`src/rtl/pio_ctrl_bank_pkg.sv`:
```
// Shared constants for the PIO control bank: register addresses and edge capture modes.
package pio_ctrl_pkg;

  localparam logic [2:0] ADDR_DATA     = 3'd0;
  localparam logic [2:0] ADDR_IN       = 3'd1;
  localparam logic [2:0] ADDR_IRQ_MASK = 3'd2;
  localparam logic [2:0] ADDR_EDGE_CAP = 3'd3;
  localparam logic [2:0] ADDR_OUTSET   = 3'd4;
  localparam logic [2:0] ADDR_OUTCLR   = 3'd5;
  localparam logic [2:0] ADDR_STATUS   = 3'd6;

  localparam int EDGE_RISE = 0;
  localparam int EDGE_FALL = 1;
  localparam int EDGE_ANY  = 2;

endpackage

```
`src/rtl/pio_ctrl_bank_if.sv`:
```
// Avalon-MM slave register bus for the PIO control bank.
interface pio_ctrl_bank_if #(
  parameter int WIDTH = 8
);
  logic [2:0]       address;
  logic             chipselect;
  logic             write_n;
  logic [WIDTH-1:0] writedata;
  logic [WIDTH-1:0] readdata;

  modport master (output address, output chipselect, output write_n, output writedata,
                  input readdata);
  modport slave  (input address, input chipselect, input write_n, input writedata,
                  output readdata);
endinterface

```
`src/rtl/pio_ctrl_bank_sync_edge.sv`:
```
// Input synchroniser, previous-value register and combinational edge detect.
module pio_sync_edge
  import pio_ctrl_pkg::*;
#(
  parameter int WIDTH       = 8,
  parameter int SYNC_STAGES = 2,
  parameter int EDGE_MODE   = EDGE_RISE
) (
  input  logic             clk,
  input  logic             reset_n,
  input  logic [WIDTH-1:0] in_port,
  output logic [WIDTH-1:0] in_sync,
  output logic [WIDTH-1:0] edge_det
);

  logic [WIDTH-1:0] sync_q [SYNC_STAGES];
  logic [WIDTH-1:0] in_prev;

  always_ff @(posedge clk or negedge reset_n) begin
    if (!reset_n) begin
      for (int i = 0; i < SYNC_STAGES; i++) sync_q[i] <= '0;
      in_prev <= '0;
    end else begin
      sync_q[0] <= in_port;
      for (int i = 1; i < SYNC_STAGES; i++) sync_q[i] <= sync_q[i-1];
      in_prev <= in_sync;
    end
  end

  assign in_sync = sync_q[SYNC_STAGES-1];

  generate
    if (EDGE_MODE == EDGE_FALL) begin : g_fall
      assign edge_det = ~in_sync & in_prev;
    end else if (EDGE_MODE == EDGE_ANY) begin : g_any
      assign edge_det = in_sync ^ in_prev;
    end else begin : g_rise
      assign edge_det = in_sync & ~in_prev;
    end
  endgenerate

endmodule

```
`src/rtl/pio_ctrl_bank.sv`:
```
// PIO bank: output register with set/clear, synchronised input with edge capture and irq.
// Optional output watchdog enabled by defining PIO_CTRL_BANK_WDOG_EN.
module pio_ctrl_bank
  import pio_ctrl_pkg::*;
#(
  parameter int               WIDTH       = 8,
  parameter logic [WIDTH-1:0] RESET_VAL   = '0,
  parameter int               SYNC_STAGES = 2,
  parameter int               EDGE_MODE   = EDGE_RISE,
  parameter int               WDOG_CYCLES = 50000
) (
  input  logic             clk,
  input  logic             reset_n,
  pio_ctrl_bank_if.slave   bus,
  output logic [WIDTH-1:0] out_port,
  input  logic [WIDTH-1:0] in_port,
  output logic             irq
);

  logic [WIDTH-1:0] data_out;
  logic [WIDTH-1:0] irq_mask;
  logic [WIDTH-1:0] edge_cap;
  logic [WIDTH-1:0] in_sync;
  logic [WIDTH-1:0] edge_det;
  logic [WIDTH-1:0] cap_clr;
  logic             wr;
  logic             wr_data;
  logic             wr_set;
  logic             wr_clr;
  logic             wdog_expire;
  logic             wdog_trip;

  pio_sync_edge #(
    .WIDTH       (WIDTH),
    .SYNC_STAGES (SYNC_STAGES),
    .EDGE_MODE   (EDGE_MODE)
  ) u_sync_edge (
    .clk      (clk),
    .reset_n  (reset_n),
    .in_port  (in_port),
    .in_sync  (in_sync),
    .edge_det (edge_det)
  );

  assign wr      = bus.chipselect & ~bus.write_n;
  assign wr_data = wr & (bus.address == ADDR_DATA);
  assign wr_set  = wr & (bus.address == ADDR_OUTSET);
  assign wr_clr  = wr & (bus.address == ADDR_OUTCLR);
  assign cap_clr = (wr && bus.address == ADDR_EDGE_CAP) ? bus.writedata : '0;

`ifdef PIO_CTRL_BANK_WDOG_EN
  localparam int             CW       = $clog2(WDOG_CYCLES + 1);
  localparam logic [CW-1:0]  WDOG_MAX = CW'(WDOG_CYCLES);

  logic [CW-1:0] wdog_cnt;
  logic          wr_out;

  assign wr_out      = wr_data | wr_set | wr_clr;
  assign wdog_expire = ~wr_out & (wdog_cnt == WDOG_MAX - 1'b1);

  always_ff @(posedge clk or negedge reset_n) begin
    if (!reset_n) begin
      wdog_cnt  <= '0;
      wdog_trip <= 1'b0;
    end else begin
      if (wr_out)                    wdog_cnt <= '0;
      else if (wdog_cnt != WDOG_MAX) wdog_cnt <= wdog_cnt + 1'b1;
      if (wdog_expire)  wdog_trip <= 1'b1;
      else if (wr_data) wdog_trip <= 1'b0;
    end
  end
`else
  // Without the watchdog the timeout parameter has no effect and nothing ever expires.
  assign wdog_expire = 1'(WDOG_CYCLES < 0);
  assign wdog_trip   = 1'b0;
`endif

  always_ff @(posedge clk or negedge reset_n) begin
    if (!reset_n) begin
      data_out <= RESET_VAL;
      irq_mask <= '0;
      edge_cap <= '0;
    end else begin
      if (wr_data)          data_out <= bus.writedata;
      else if (wr_set)      data_out <= data_out | bus.writedata;
      else if (wr_clr)      data_out <= data_out & ~bus.writedata;
      else if (wdog_expire) data_out <= RESET_VAL;
      if (wr && bus.address == ADDR_IRQ_MASK) irq_mask <= bus.writedata;
      // A fresh edge outranks a simultaneous write-1-clear of the same bit.
      edge_cap <= (edge_cap & ~cap_clr) | edge_det;
    end
  end

  always_comb begin
    bus.readdata = '0;
    case (bus.address)
      ADDR_DATA:     bus.readdata = data_out;
      ADDR_IN:       bus.readdata = in_sync;
      ADDR_IRQ_MASK: bus.readdata = irq_mask;
      ADDR_EDGE_CAP: bus.readdata = edge_cap;
      ADDR_STATUS:   bus.readdata[0] = wdog_trip;
      default:       bus.readdata = '0;
    endcase
  end

  assign out_port = data_out;
  assign irq      = |(edge_cap & irq_mask);

endmodule

```
`src/flat_wrapper.sv`:
```
// flat-port wrapper written by rule: the top's interface ports become plain ports
module pio_ctrl_bank_flat import pio_ctrl_pkg::*;
#(
  parameter int               WIDTH       = 8,
  parameter logic [WIDTH-1:0] RESET_VAL   = '0,
  parameter int               SYNC_STAGES = 2,
  parameter int               EDGE_MODE   = EDGE_RISE,
  parameter int               WDOG_CYCLES = 50000
)
  (clk, reset_n, out_port, in_port, irq, bus_address, bus_chipselect, bus_write_n, bus_writedata, bus_readdata);
  pio_ctrl_bank_if #(.WIDTH(WIDTH)) bus_i ();
  input  logic clk;
  input  logic reset_n;
  output logic [WIDTH-1:0] out_port;
  input  logic [WIDTH-1:0] in_port;
  output logic irq;
  input wire logic [$bits(bus_i.address)-1:0] bus_address;
  input wire logic [$bits(bus_i.chipselect)-1:0] bus_chipselect;
  input wire logic [$bits(bus_i.write_n)-1:0] bus_write_n;
  input wire logic [$bits(bus_i.writedata)-1:0] bus_writedata;
  output wire logic [$bits(bus_i.readdata)-1:0] bus_readdata;
  assign bus_i.address = bus_address;
  assign bus_i.chipselect = bus_chipselect;
  assign bus_i.write_n = bus_write_n;
  assign bus_i.writedata = bus_writedata;
  assign bus_readdata = bus_i.readdata;
  pio_ctrl_bank #(.WIDTH(WIDTH), .RESET_VAL(RESET_VAL), .SYNC_STAGES(SYNC_STAGES), .EDGE_MODE(EDGE_MODE), .WDOG_CYCLES(WDOG_CYCLES)) u_core (.clk(clk), .reset_n(reset_n), .bus(bus_i), .out_port(out_port), .in_port(in_port), .irq(irq));
endmodule
```
`config.mk`:
```
export PLATFORM = sky130hd
export DESIGN_NAME = pio_ctrl_bank_flat
export DESIGN_NICKNAME = d
export VERILOG_FILES = /design/src/rtl/pio_ctrl_bank_pkg.sv /design/src/rtl/pio_ctrl_bank_if.sv /design/src/rtl/pio_ctrl_bank_sync_edge.sv /design/src/rtl/pio_ctrl_bank.sv /design/src/flat_wrapper.sv
export SDC_FILE = /design/constraint.sdc
export NUM_CORES = 1
export LEC_CHECK = 0
export ABC_AREA = 1
export BUFFER_PORTS_ARGS = -buffer_cell sky130_fd_sc_hd__buf_2
export CAP_MARGIN = 0
export CORE_MARGIN = 2
export CORE_UTILIZATION = 53
export DETAILED_ROUTE_END_ITERATION = 10
export PLACE_DENSITY = 0.88
export SLEW_MARGIN = 20
export SYNTH_ARGS = -nofsm -noshare
export SYNTH_HDL_FRONTEND = slang
export SYNTH_SLANG_ARGS = --single-unit
```
`constraint.sdc`:
```
create_clock -name clk -period 1.85 [get_ports clk]
set_clock_uncertainty 0.2 [all_clocks]
set_input_delay 0.37 -clock clk [delete_from_list [all_inputs] [get_ports clk]]
set_output_delay 0.37 -clock clk [all_outputs]
set_load 0.02 [all_outputs]
```
After elaboration in Yosys (flattened, before gate mapping):

Cells that the tools add are included.

* eq/ne operators: 5
* mux-type cells: 6
* bitwise gates (word level): 14
* reductions and logical operators: 5

Operators with widths (number)
* 8-bit AND: 4
* 8-bit two-way mux: 4
* 7-bit case mux with 4 select lines: 1
* 8-bit NOT: 3
* 8-bit OR: 2
* 8-bit OR reduction: 1
* 3-bit by 2-bit == test with 1-bit output, second input constant: 2
* 3-bit == test, second input constant: 2
* 1-bit AND: 4
* 1-bit case mux with 4 select lines: 1
* 3-bit by 1-bit == test with 1-bit output, second input constant: 1
* 3-bit logical NOT: 1
* 3-bit nonzero test: 1
* 1-bit logical AND: 2
* 1-bit NOT: 1

* flip-flop bits (word level): 48
* bits of input ports: 23
* output and inout bits: 17
* word-level logic and storage cells: 36

Depth between registers and ports, before layout:

Gate-level depths: netlist (run 1).

* depth after elaboration: 7
* gate-level depth with buffers: 7
* gate-level depth less buffers: 7

By module:

From an unflattened synthesis (run 1), not the netlist that was laid out.

* cell total of the unflattened synthesis: 224
* area, all modules: 2054.5 um2

By module, submodules not included
* pio_ctrl_bank: times used 1, cells each 176, area an instance 1313.8 um2, sequential area each 600.6 um2
* pio_sync_edge: times used 1, cells each 48, area an instance 740.7 um2, sequential area each 600.6 um2

Worst setup path before layout (run 1):

OpenSTA, ideal clock, no wires.

* path type: input -> output
* start point: input port bus_address[2]
* end point: output port bus_readdata[0]
* arrival time: 1.190 ns
* required time: 1.280 ns
* path slack: 0.090 ns
* stages: 5
* buffers on the path: 0
* path through: inv_2 > nand2_1 > nor2_1 > nand2_1 > nand4_1

* longest elaborated chain between the ends: 2
* elaborated cells between the ends (all ways): 5
* those cells by class: 3 x eq/ne; 1 x mux; 1 x reduce/logical

RTL lines
* start: declaration: RTL line flat_wrapper.sv:17 `input wire logic [$bits(bus_i.address)-1:0] bus_address;`
* 3-bit by 2-bit == test with 1-bit output (tied with other cells): RTL line pio_ctrl_bank.sv:96 `case (bus.address)`
* 1-bit case mux with 4 select lines *: RTL line pio_ctrl_bank.sv:96
* end: declaration: RTL line flat_wrapper.sv:21 `output wire logic [$bits(bus_i.readdata)-1:0] bus_readdata;`

Mark *: on every way between the ends. The rest lies on a longest branch, timed or not.

Final worst setup path (run 1):

* start point: register u_core.irq_mask[5]
* end point: output port irq

* longest elaborated chain between the ends: 2

RTL lines
* start: declaration: RTL line pio_ctrl_bank.sv:21 `logic [WIDTH-1:0] irq_mask;`
* start signal: assignment: RTL line pio_ctrl_bank.sv:88 `if (wr && bus.address == ADDR_IRQ_MASK) irq_mask <= bus.writedata;`
* 8-bit AND: RTL line pio_ctrl_bank.sv:107 `assign irq = |(edge_cap & irq_mask);`
* 8-bit OR reduction: RTL line pio_ctrl_bank.sv:107
* end: declaration: RTL line flat_wrapper.sv:16 `output logic irq;`

No other way between the ends.

==> results of run 1 <==
## worst min path at each step
stage | startpoint | end | slack, ps
after floorplan | reset_n | asynchronous set/reset pin | -130
after global placement | reset_n | u_core.u_sync_edge.sync_q[15] | 130
after detailed placement | reset_n | u_core.u_sync_edge.sync_q[15] | 130
after CTS | bus_writedata[6] | register | 70
after global routing | bus_writedata[2] | register | 80
final | bus_writedata[6] | register | 80
## timing repair
item,in CTS,in global routing
gates resized for setup,5,8
pin swaps,3,6
hold endpoints to repair,26,0
endpoints found under the setup margin,3,9
hold buffers,9,0
setup buffers,0,1
## routing by layer
layer	routed length, um	vias up	track usage [%]
li1	-	802	-
met1	1870	768	31.7
met2	2000	61	35.5
met3	280	6	5.21
met4	65	0	8.78
met5	0	-	0
## worst max-delay path, stage by stage (launching register included)
cell     delay [ps]
dfrtp_1         410
nand2_1          80
nand4_1          90
or2_4           260
buf_6           130
## layout make-up
class	count	area, sq um	share of cell area [%]
timing repair buffer	62	427	16.8
clock buffer	7	96.3	3.80
inverter	20	75.1	2.96
sequential	48	1200	47.4
multi-input combinational	143	677	26.7
tap	48	60.1	2.37
## layout by cell type, fill, tap and decap left out, types with 2 or more instances in the layout
cell / instances
clkbuf_8: 7
nand3_1: 9
dlygate4sd3_1: 9
inv_1: 18
nand2_1: 98
buf_6: 3
nor2_2: 2
inv_2: 2
nand4_1: 10
o21ai_2: 8
o21ai_0: 7
dfrtp_1: 48
buf_2: 34
buf_4: 14
nor2_4: 2
## report_power, final
part | total (uW) | internal [uW] | leakage [uW] | switching [uW]
logic | 442 | 181 | 0.000681 | 261
clock network | 653 | 333 | 0.0000503 | 320
registers | 1230 | 1150 | 0.000552 | 78.3
## kinds of logic (layout without fill, tap and decap cells)
group | Yosys count | in the layout | share of synthesized area [%]
compound gates | 16 | 16 | 5.66
buf+inv | 21 | 89 | 4.43
flops | 48 | 48 | 61.7
simple gates | 127 | 127 | 28.2
## through the flow
stage | hold slack (ps) | utilization [%]
after floorplan | -126 | -
after global placement | 132 | 63.8
after detailed placement | 131 | 63.8
after CTS | 69.7 | 69.4
after global routing | 77.9 | 70.3
final | 79.5 | 70.3
==> flow_results.org, run 1 <==
** Status
- Status :: finished, final reports clean

** CTS
- After clock tree synthesis, the clock-pin slew on the worst setup and hold paths is 80 ps.
- TritonCTS clock tree :: yes
- Buffers inserted during clock tree synthesis total 5.
- Number of H-tree levels :: 2
- Clock latency on the worst-skew pair :: 290 ps
- Clock buffer depth :: 2
- Clock root buffer :: clkbuf_8
- Number of clock sinks seen by CTS :: 48

** Yosys
- The most used flip-flop cell after synthesis is dfrtp_1.
- The cell count after synthesis came out at 212.
- Cell types with the largest area share after synthesis :: dfrtp_1, nand2_1, o21ai_2
- After synthesis, the largest area contributor takes up 61.7% of total cell area.
- Number of synthesized flops with an enable pin :: 0
- Yosys reg bits :: 48
- Synthesis produced a netlist with a net count of 235.
- Share of synthesized area occupied by flip-flops and latches :: 61.7%
- In the synthesized netlist the async set-or-reset flop fraction comes to 100%.
- Post-synthesis instance area :: 1950 sq um
- The biggest area contributor in the post-synthesis netlist is dfrtp_1.
- Most numerous cell in the Yosys netlist :: nand2_1
- Dividing the synthesized area by the synthesized cell count gives 9.18 sq um.
- Ys Warns :: 0
- Yosys mapped the design onto 17 distinct sky130hd cell types.
- The commonest cells after synthesis are nand2_1, dfrtp_1, inv_1.

** Placed design
- Summing all placed instances gives a cell area of 2300 sq um.
- The wire-length estimate of the detail-placed layout is 2.97 mm.
- Port buffering added 39 buffers.
- At the placement stage, the worst setup path has a slack of 1.68 ps.
- Global placement routability congestion :: 0.930
- In this run, placement finished with an instance count of 311.

** Global route
- The first global-routing pass estimated 7.12 mm of wire.
- The number of antenna violations at the first check in global routing is 0.
- The via count of the first global-routing pass came to 1,576.
- For this run the aggregate overflow at the end of global routing stands at 0.
- Overall fraction of global-route tracks in use :: 22.9%
- Entering global routing, the biggest net connects 31 pins.

** Finish
- Antenna Cells :: 0
- Layout cell share with drive strength beyond 1 :: 28.2%
- Non-Filler Instances :: 328
- The final layout contains 303 nets.
- Count of fill cells added during filler insertion :: 272
- Relative to the synthesized area, the layout overhead comes to 30.3%.
- Post-route cell area :: 2540 sq um

** Worst setup path
- Worst-path maximum fanout :: 3
- For the worst flop-to-flop path, the logic depth is 2.
- Critical path destination :: irq
- The worst setup path is of the reg -> out kind.
- Data on the critical path arrives at its endpoint at 1270 ps.
- CP Capture Type :: primary output
- At the worst endpoint, the required time is 1280 ps.
- Tracing the worst setup path back leads to its startpoint at u_core.irq_mask[5].
- In this run the critical register-to-register path is captured at u_core.edge_cap[1].
- Reg-to-reg setup timing slack :: 940 ps
- The worst setup path is launched from a register.
- The worst register-to-register path begins at u_core.edge_cap[1].

** Die
- Starting density of the core :: 54.0%
- The region available for standard cell placement spans 3610 sq um.
- From left edge to right edge, the die measures 64.6 um.
- Row count :: 22
- The die covers 4170 sq um.
- Overall die height :: 64.6 um
- IO Pins :: 40

** Timing
- At the pin with the least slew margin, the transition time is 429 ps.
- The worst path in the final design needs a cycle of 1840 ps, including I/O delays and setup.
- Headroom to the max-slew limit came out at 71.4%.
- In the finished design, the share of the clock period the worst path needs comes to 99.3%.
- The max-slew violation count was 0.
- Setup total negative slack :: 0 ps
- Endpoints failing setup :: 0
- Min setup slack post-route :: 12.6 ps
- Based on the critical path, the design can be clocked at up to 544 MHz.
- The final-report hold violation count is 0.
- Unrepaired setup endpoints after global routing :: true

** Flow run
- Max-cap violations in this run came to 0.

** Detailed routing
- Dividing the detail-routed wire length by the instance count gives 12.8 um.
- Detailed routing inserted a total of 1,637 vias.
- The detail route stage leaves a number of antenna-violating nets equal to 0.
- Number of violations reported at the end of detailed-routing iteration 0 :: 118
- After detailed routing, the number of vias per cell comes to 4.99.
- Before antenna repair, the detailed router went through 4 iterations.
- The final layout contains routed wiring with a total length of 4.21 mm.
- Number of remaining DRC errors :: 0

** Hold path
- Number of cells on the worst hold path :: 3
- Path category of the worst min-delay check :: in -> reg

** Pwr
- In this run the static leakage power is 0.00128 uW.
- Maximum resistive drop on vdd :: 0.000710 V
- Power density cells :: 918 nW/um^2
- Power comes to 2330 uW.
(Power assumes the default switching activity.)
==> run 2: changes to the inputs <==
CELL_PAD_IN_SITES_DETAIL_PLACEMENT = 0   (was default)
CELL_PAD_IN_SITES_GLOBAL_PLACEMENT = 1   (was default)
CORE_UTILIZATION = 40   (was 53)
PLACE_DENSITY = 0.87   (was 0.88)
==> run 2 against run 1 <==
Effect of this change:
- critical path depth unchanged
- total power up 4.5%
- worst hold slack better by 4.7 ps
- die area up 30%
- sequential power about the same
- largest power group unchanged
- highest routed layer unchanged
==> flow_results.org, run 2 (same netlist as run 1, synthesis figures left out) <==
** Status
- The flow ran to the end, and the final reports show no timing, DRC or antenna violations.

** Worst setup path
- The number of buffer and inverter stages on the critical path is 1 (unchanged).
- Slowest cell on the critical path :: dfrtp_1
- Data required time at the worst endpoint :: 1280 ps (about the same)
- The worst setup path is launched from a register.
- The arrival time at the worst endpoint is 1260 ps (about the same).
- Type of the worst setup path :: reg -> out
- The worst register-to-register path ends at u_core.irq_mask[2].
- Number of gates on the worst path with buffers counted :: 4 (unchanged)
- The peak per-stage delay on the critical path came to 400 ps (about the same).
- Launch point of the worst reg-to-reg path :: u_core.irq_mask[2]
- Reg-to-reg setup timing slack :: 870 ps (-70 ps)
- The path depth of the worst reg2reg path is 3 (+1).
- The signal on the critical path passes through nand2_1 > nand4_1 > or2_4 > buf_6.
- The most critical setup path has its startpoint at u_core.irq_mask[2].
- STA classifies the critical path endpoint as a primary output.
- On the critical path the largest part of the delay comes from simple AND/OR/NAND/NOR gates.
- The worst-path maximum fanout is 2 (-1).

** Timing
- Final min period :: 1830 ps (-7.82 ps)
- The measured slew at the worst slew-check pin is 378 ps (-50.4 ps).
- The fraction of the cycle the final worst path needs is 98.9% (-0.42 points).
- Endpoints failing setup :: 0 (unchanged)
- The upper clock frequency limit is 547 MHz (+0.43%).
- Number of hold-slack violations in the final timing report :: 0 (unchanged)
- Final count of pins violating max slew :: 0 (unchanged)
- Setup repair after global routing could not meet its margin everywhere.
- The remaining max-slew budget at the tightest pin was 74.7% (+3.3 points).

** Global route
- The overflow left after global routing came to 0 (unchanged).
- The largest net degree at the start of global routing was 49 (+58%).
- The all-layer global routing usage came to 18.2% (-4.7 points).
- The via count of the first global-routing pass was 1,603 (+1.7%).
- First-pass GRT wire length :: 7.40 mm (+3.9%)
- The number of antenna violations at the first check in global routing is 0 (unchanged).

** Detailed routing
- The total number of vias came to 1,591 (-2.8%).
- Number of violations reported at the end of detailed-routing iteration 0 :: 99 (-16%)
- Sum of routed wire length over all layers :: 4.45 mm (+5.7%)
- Routed vias/inst :: 4.53 (-9.2%)
- The number of detailed-routing iterations run before antenna repair came to 4 (unchanged).
- The number of remaining DRC errors was 0 (unchanged).
- The residual antenna-violating net count after detailed routing came to 0 (unchanged).
- Avg WL per Cell :: 12.7 um (-1.2%)

** Die
- The initial core utilization is 41.2% (-13 points).
- Overall die height :: 73.8 um (+14%)
- The number of top-level pins is 40 (unchanged).
- Standard cell core area :: 4720 sq um (+31%)
- The die footprint came to 5440 sq um (+30%).
- The chip width came to 73.8 um (+14%).
- Row count :: 25 (+14%)

** CTS
- Number of clock sinks seen by CTS :: 48 (unchanged)
- Total clock buffers created by CTS :: 5 (unchanged)
- TritonCTS built the clock tree.
- The clock transition at the registers of the reported paths came to 90 ps (about the same).
- Clock latency on the worst-skew pair :: 290 ps (about the same)
- Number of H-tree levels :: 2 (unchanged)
- Clock root buffer :: clkbuf_8
- Clock buffer depth :: 2 (unchanged)

** Finish
- The fraction of layout cells with a size suffix above 1 was 28.9% (+0.66 points).
- Layout Area Growth over Synthesis :: 33.7%
- Post-layout nets :: 306 (+0.99%)
- Most used cells in the layout excluding fill and tap cells :: nand2_1, dfrtp_1, buf_2, inv_1, buf_4
- Non-Filler Instances :: 351 (+7.0%)
- The count of antenna diodes in the layout was 0 (unchanged).
- The utilization after layout was 55.1% (-15 points).
- Leading cell type in the layout, fill and taps excluded :: nand2_1

** Hold path
- The tightest min-delay check is of the in -> reg type.
- Number of cells on the worst hold path :: 3 (unchanged)
- The startpoint identified for the worst hold timing path is bus_writedata[6].

** Flow run
- # Max-Cap Violations :: 0 (unchanged)

** Placed design
- The placed wire-length estimate was 2.99 mm (+0.82%).
- Global placement routability congestion :: 0.790 (-15%)
- Number of I/O port buffers :: 39 (unchanged)
- Number of cells in the design after placement :: 328 (+5.5%)

** Pwr
- The power per cell area is 935 nW/um^2 (+1.8%).
- The worst voltage drop across the vdd grid is 0.000501 V (-29%).
- The leakage component of the power was 0.00130 uW (+1.6%).
==> run 2: cell count changes in the layout (fill, tap and decap cells not counted), moves of 2 or more <==
| cell | before | now |
|---|---|---|
| buf_2 | 34 | 37 |
| buf_12 | 1 | 3 |
| buf_6 | 3 | 1 |
| clkbuf_8 | 7 | 5 |
==> run 2: worst reg2reg max path: cells and delay by family (launching register included) <==
kind | cells | cell delay, ps
simple gates | 1 | 70
flops | 1 | 400
buf+inv | 1 | 140
compound gates | 1 | 60
==> run 2: final cells by class <==
| class | instances | area (sq um) |
|---|---|---|
| fill | 442 | 2120 |
| sequential | 48 | 1200 |
| multi-input combinational | 144 | 683 |
| timing repair buffer | 64 | 452 |
| tap | 67 | 83.8 |
| inverter | 20 | 75.1 |
| clock buffer | 6 | 72.6 |
| clock inverter | 2 | 35.0 |
==> run 2: stage by stage <==
stage | total power [uW] | hold slack [ps] | area, sq um | setup slack, ps | setup TNS [ps]
2_1_floorplan | 1480 | -126 | 1950 | 89.7 | 0
3_3_place_gp | 1650 | 132 | 2330 | 3.79 | 0
3_5_place_dp | 1660 | 135 | 2330 | -9.15 | -27.2
4_1_cts | 2450 | 75.6 | 2580 | 2.58 | 0
5_1_grt | 2570 | 107 | 2600 | -39.2 | -52.3
6_report | 2430 | 84.2 | 2600 | 20.5 | 0
==> run 2: metal layers <==
| metal | wire [um] | vias to the layer above | global-route usage [%] |
|---|---|---|---|
| met3 | 243 | 4 | 4.25 |
| met4 | 40 | 0 | 5.25 |
| met5 | 0 | - | 0 |
| met2 | 2060 | 41 | 28.6 |
| met1 | 2110 | 736 | 25.3 |
| li1 | - | 810 | - |
==> run 2: worst max path at each step <==
| stage | endpoint | slack [ps] |
|---|---|---|
| after global routing | irq | -40 |
| after detailed placement | bus_readdata[1] | -9 |
| after CTS | bus_readdata[3] | 3 |
| final | irq | 20 |
| after floorplan | bus_readdata[0] | 90 |
| after global placement | bus_readdata[1] | 4 |
==> run 2: power breakdown <==
group	leakage, uW	total, uW	internal, uW	switching (uW)
Combinational	0.000697	466	197	269
Sequential	0.000552	1230	1150	71.0
Clock	0.0000552	741	401	340
Total	0.00130	2430	1750	680
==> run 2: what timing repair did <==
| item | CTS | global route |
|---|---|---|
| hold buffers | 9 | 0 |
| pin swaps | 0 | 2 |
| buffers inserted | 5 | 0 |
| resized for setup | 4 | 4 |
| endpoints found under the setup margin | 7 | 9 |
| endpoints found under the hold margin | 56 | 0 |
| gates cloned | 0 | 1 |
